$ cat src/rtl/mux4by16_arb.sv
// Round-robin, packet-locking arbiter in front of a shared 4:1 word mux.
// The granted word lands in a single-entry valid/ready output register.
module mux4by16_arb #(
    parameter int unsigned WIDTH = 16
) (
    input  logic             clk,
    input  logic             reset_n,
    input  logic [3:0]       req,
    input  logic [3:0]       last,
    input  logic [WIDTH-1:0] d0,
    input  logic [WIDTH-1:0] d1,
    input  logic [WIDTH-1:0] d2,
    input  logic [WIDTH-1:0] d3,
    output logic [3:0]       gnt,
    output logic [1:0]       sel,
    output logic             out_valid,
    output logic [WIDTH-1:0] out_data,
    output logic             out_last,
    input  logic             out_ready,
    output logic             busy
);

    typedef enum logic {
        IDLE = 1'b0,
        OWN  = 1'b1
    } state_t;

    state_t           state_q, state_d;
    logic [1:0]       owner_q, owner_d;
    logic [1:0]       ptr_q, ptr_d;
    logic             out_valid_q, out_valid_d;
    logic [WIDTH-1:0] out_data_q, out_data_d;
    logic             out_last_q, out_last_d;

    logic [3:0]       req_rot;
    logic [1:0]       win_off;
    logic [1:0]       winner;
    logic             room;
    logic             take;
    logic [WIDTH-1:0] mux_word;

    // Rotate req so bit 0 is the requester at ptr; the first set bit wins.
    always_comb begin
        req_rot = 4'({req, req} >> ptr_q);
        if (req_rot[0])      win_off = 2'd0;
        else if (req_rot[1]) win_off = 2'd1;
        else if (req_rot[2]) win_off = 2'd2;
        else                 win_off = 2'd3;
        winner = ptr_q + win_off;
    end

    always_comb begin
        case (owner_q)
            2'd0:    mux_word = d0;
            2'd1:    mux_word = d1;
            2'd2:    mux_word = d2;
            default: mux_word = d3;
        endcase
    end

    assign room = !out_valid_q || out_ready;
    assign take = (state_q == OWN) && req[owner_q] && room;
    assign gnt  = take ? (4'b0001 << owner_q) : 4'b0000;

    always_comb begin
        state_d     = state_q;
        owner_d     = owner_q;
        ptr_d       = ptr_q;
        out_valid_d = out_valid_q;
        out_data_d  = out_data_q;
        out_last_d  = out_last_q;

        if (state_q == IDLE) begin
            if (req != 4'b0000) begin
                owner_d = winner;
                state_d = OWN;
            end
        end else if (take && last[owner_q]) begin
            state_d = IDLE;
            ptr_d   = owner_q + 2'd1;
        end

        // Accepting a new word and draining the old one can share an edge.
        if (take) begin
            out_valid_d = 1'b1;
            out_data_d  = mux_word;
            out_last_d  = last[owner_q];
        end else if (out_ready) begin
            out_valid_d = 1'b0;
        end
    end

    always_ff @(posedge clk or negedge reset_n) begin
        if (!reset_n) begin
            state_q     <= IDLE;
            owner_q     <= '0;
            ptr_q       <= '0;
            out_valid_q <= 1'b0;
            out_data_q  <= '0;
            out_last_q  <= 1'b0;
        end else begin
            state_q     <= state_d;
            owner_q     <= owner_d;
            ptr_q       <= ptr_d;
            out_valid_q <= out_valid_d;
            out_data_q  <= out_data_d;
            out_last_q  <= out_last_d;
        end
    end

    assign sel       = owner_q;
    assign busy      = (state_q == OWN);
    assign out_valid = out_valid_q;
    assign out_data  = out_data_q;
    assign out_last  = out_last_q;

endmodule

$ cat config.mk
export PLATFORM = sky130hd
export DESIGN_NAME = mux4by16_arb
export DESIGN_NICKNAME = d
export VERILOG_FILES = /design/src/rtl/mux4by16_arb.sv
export SDC_FILE = /design/constraint.sdc
export NUM_CORES = 1
export LEC_CHECK = 0
export CORE_MARGIN = 3
export CORE_UTILIZATION = 25
export DETAILED_ROUTE_END_ITERATION = 12
export SLEW_MARGIN = 20
export SYNTH_ARGS = -nofsm -noshare
export SYNTH_HDL_FRONTEND = slang
export SYNTH_SLANG_ARGS = --single-unit
$ cat constraint.sdc
create_clock -name clk -period 2 [get_ports clk]
set_input_delay 0.3 -clock clk [delete_from_list [all_inputs] [get_ports clk]]
set_output_delay 0.3 -clock clk [all_outputs]
set_load 0.01 [all_outputs]
==> results.py, run 1 <==
metrics = {
    "outcome": {
        "run_status": "completed",
    },
    "clocking": {
        "cts_made_buffers": 3,
        "clock_tree_from_tritoncts": "done",
        "post_cts_hold_buffer_count": 0,
        "cts-htree-levels": 1,
        "cts_sinks": 23,
        "clock_insertion_delay_worst_skew_ns": 0.27,
        "cts.root.buffer_cell": "sky130_fd_sc_hd__clkbuf_8",
        "clock_path_buffers": 2,
        "cts.reportedPaths.clkPinSlew_ns": 0.09,
    },
    "detailed_routing": {
        "antenna_left": 0,
        "drc": 0,
        "detail_route.first_pass.iterations": 4,
        "viasPerCell": 4.70,
        "post_drt_wl_per_cell_um": 14.8,
        "drt-total-wl_mm": 5.20,
        "vias": 1656,
        "initialDrtViolationCount": 124,
    },
    "critical_path": {
        "crit_type": "reg -> out",
        "critical_path_arrival_ns": 1.60,
        "worst-path-max-fanout": 3,
        "crit_path_end_kind": "primary output",
        "setup.worst_path.start_class": "flip-flop",
        "cp_data_required_time_ns": 1.70,
    },
    "logic_synthesis": {
        "synthTopCellsByCount": "sky130_fd_sc_hd__nor2_1 (24), sky130_fd_sc_hd__dfrtp_1 (23), sky130_fd_sc_hd__nand2_1 (23)",
        "synth.cell_area_um2": 1450,
        "biggest_area_consumer_among_synthesized_cells": "sky130_fd_sc_hd__dfrtp_1",
        "syn-num-nets": 248,
        "post-synth-top-area-fraction_pct": 39.8,
        "synth_edf_count": 0,
        "synth.ff_latch_count": 23,
        "yosys.cell_count.top_type": "sky130_fd_sc_hd__nor2_1",
        "yosysUniqueCellTypes": 25,
        "synth_area_per_cell_um2": 8.66,
        "synth_sequential_area_ratio_pct": 39.8,
        "yosys_warnings": 0,
        "synth_top_flop_cell": "sky130_fd_sc_hd__dfrtp_1",
        "synthCells": 167,
        "post_synth_main_area_contributors": "sky130_fd_sc_hd__dfrtp_1 (40%), sky130_fd_sc_hd__a222oi_1 (11%), sky130_fd_sc_hd__a21oi_1 (6.6%)",
        "synthArstFlopShare_pct": 100,
    },
    "timing": {
        "slew_violations": 0,
        "final.min_clock_period_ns": 1.90,
        "least_margin_pin_slew_ns": 0.362,
        "rsz0062_at_grt": "false",
        "fin_ws_ns": 0.0956,
        "period_share_pct": 95.2,
        "worst_slew_margin_rel_pct": 75.9,
        "layout_skew_ns": 0.00529,
        "timing.final.setup_violations": 0,
        "timing.final.hold_violations": 0,
        "timing.setup.tns_ns": 0,
        "achievable-frequency_mhz": 525,
    },
    "die": {
        "die_y_um": 82.1,
        "design.core.area_um2": 5540,
        "top_level_ports": 100,
        "die-area_um2": 6730,
        "die_wd_um": 82.1,
        "placementRows": 27,
        "floorplan.initialDensity_pct": 26.1,
    },
    "finish": {
        "drive_gt1_share_pct": 12.1,
        "num_antenna_cells": 0,
        "area_delta_synth_final_pct": 83.8,
        "design.final.nets": 362,
    },
    "grt": {
        "grt_first_pass_wirelength_mm": 7.76,
        "initial_antenna_violation_count": 0,
        "first_global_vias": 1532,
        "grt_start_max_net_pins": 28,
        "grt_usage_pct": 15.1,
        "overflow": 0,
    },
    "power_and_ir_drop": {
        "clkPwrFrac_pct": 8.8,
        "switching_power_mw": 1.41,
        "combinationalPowerShare_pct": 66.8,
        "vdd.ir_drop.worst_uv": 452,
        "switching_share_pct": 41.3,
        "power-per-cell-area_nw_per_um2": 1280,
        "p_int_mw": 2.00,
        "power.static_leakage_nw": 1.14,
        "share_seq_of_total_power_pct": 24.4,
    },
    "run": {
        "drv.max_cap_violation_count": 0,
    },
    "place": {
        "replace_congestion": 0.812,
        "count_of_port_buffers_added_during_placement": 99,
        "dpl.hpwl_mm": 4.04,
        "pre_cts_slack_ns": -0.256,
    },
    "worst_hold_path": {
        "worst_min_delay_path_category": "in -> async",
    },
}
-- cell usage in the layout, fill, tap and decap left out, types with 2 or more instances in the layout --
cell and n:
sky130_fd_sc_hd__ha_1 6, sky130_fd_sc_hd__dfrtp_1 23, sky130_fd_sc_hd__nand2_1 23, sky130_fd_sc_hd__clkdlybuf4s50_1 91, sky130_fd_sc_hd__buf_2 4, sky130_fd_sc_hd__inv_1 7, sky130_fd_sc_hd__mux4_2 2, sky130_fd_sc_hd__dlygate4sd2_1 4
sky130_fd_sc_hd__a222oi_1 16, sky130_fd_sc_hd__nand2b_1 3, sky130_fd_sc_hd__a31oi_1 2, sky130_fd_sc_hd__nor2_1 24, sky130_fd_sc_hd__buf_4 20, sky130_fd_sc_hd__clkbuf_8 3, sky130_fd_sc_hd__o21ai_0 10, sky130_fd_sc_hd__a21oi_1 19
sky130_fd_sc_hd__o21ai_1 10
-- final cells by class --
| class | count | area [um^2] |
|---|---|---|
| clock buffers | 4 | 45.0 |
| fillers | 568 | 2880 |
| inverters | 7 | 26.3 |
| multi-input cells | 125 | 774 |
| flip-flops and latches | 23 | 576 |
| well taps | 72 | 90.1 |
| repair buffers | 121 | 1150 |
-- cells by family after synthesis --
logic type                 synth area share (%)
muxes                                      3.89
adders and majority gates                  5.19
buffers and inverters                      6.66
DFF                                        39.8
and+or+nand+nor                            16.9
AOI/OAI and AO/OA                          27.6
-- per-stage QoR --
| stage | power [mW] | cell area [um^2] | util, % | hold WS [ns] | instances |
|---|---|---|---|---|---|
| CTS | 3.46 | 2660 | 48.0 | 0.396 | 352 |
| floorplan | 2.09 | 1450 | - | 0.00441 | 167 |
| detailed placement | 3.08 | 2600 | 46.9 | 0.470 | 345 |
| finish | 3.41 | 2660 | 48.0 | 0.383 | 352 |
| global route | 3.73 | 2660 | 48.0 | 0.401 | 352 |
| global placement | 3.05 | 2600 | 46.9 | 0.461 | 345 |
-- critical path: stages (launching register included) --
cell                      delay (ns)
sky130_fd_sc_hd__dfrtp_1        0.38
sky130_fd_sc_hd__mux4_2         0.55
sky130_fd_sc_hd__nand3_4        0.13
sky130_fd_sc_hd__buf_6          0.12
sky130_fd_sc_hd__nor2_1         0.03
sky130_fd_sc_hd__buf_2          0.13
-- worst paths after layout --
kind | start | endpoint | slack [ns] | cells past startpoint
setup reg to reg | sel[0]$_DFFE_PN0P_ | out_data[14]$_DFFE_PN0P_ | 0.20 | 7
min in group clk | out_data[4]$_DFFE_PN0P_ | out_data[4]$_DFFE_PN0P_ | 0.48 | 2
setup / recovery | sel[1]$_DFFE_PN0P_ | gnt[3] | 0.1 | 5
hold reg to reg | out_data[4]$_DFFE_PN0P_ | out_data[4]$_DFFE_PN0P_ | 0.48 | 2
hold / removal | reset_n | out_data[3]$_DFFE_PN0P_ | 0.38 | 2
max in group asynchronous | reset_n | out_data[10]$_DFFE_PN0P_ | 1.38 | 2
-- what timing repair did --
item	4_1_cts	5_1_grt
pin swaps	1	1
setup buffers	3	0
endpoints found under the setup margin	4	1
resized for setup	21	0
-- layer usage --
layer,track usage [%],up-vias,wire [um]
met5,0,-,0
met3,3.73,6,387
li1,-,841,-
met2,27.1,56,2730
met1,17.8,753,2030
met4,4.32,0,61
-- flip-flops by register name (all words and copies together) (netlist names) --
signal     flops
out_data      16
ptr_q          2
sel            2
busy           1
out_last       1
out_valid      1
-- power groups by stage --
| stage | Clock [mW] | Combinational [mW] | Sequential, mW |
|---|---|---|---|
| final | 0.300 | 2.28 | 0.833 |
| after floorplan | 0 | 1.15 | 0.934 |
| after global placement | 0 | 2.21 | 0.835 |
| after detailed placement | 0 | 2.23 | 0.842 |
| after CTS | 0.316 | 2.31 | 0.834 |
| after global routing | 0.334 | 2.53 | 0.865 |
Power figures use the tool's default switching activity.
==> inputs of run 2 (changes only) <==
Settings changed: SLEW_MARGIN 20 to 40.
==> results of run 2 <==
The final DEF is identical to that of run 1; final timing and power are the same.
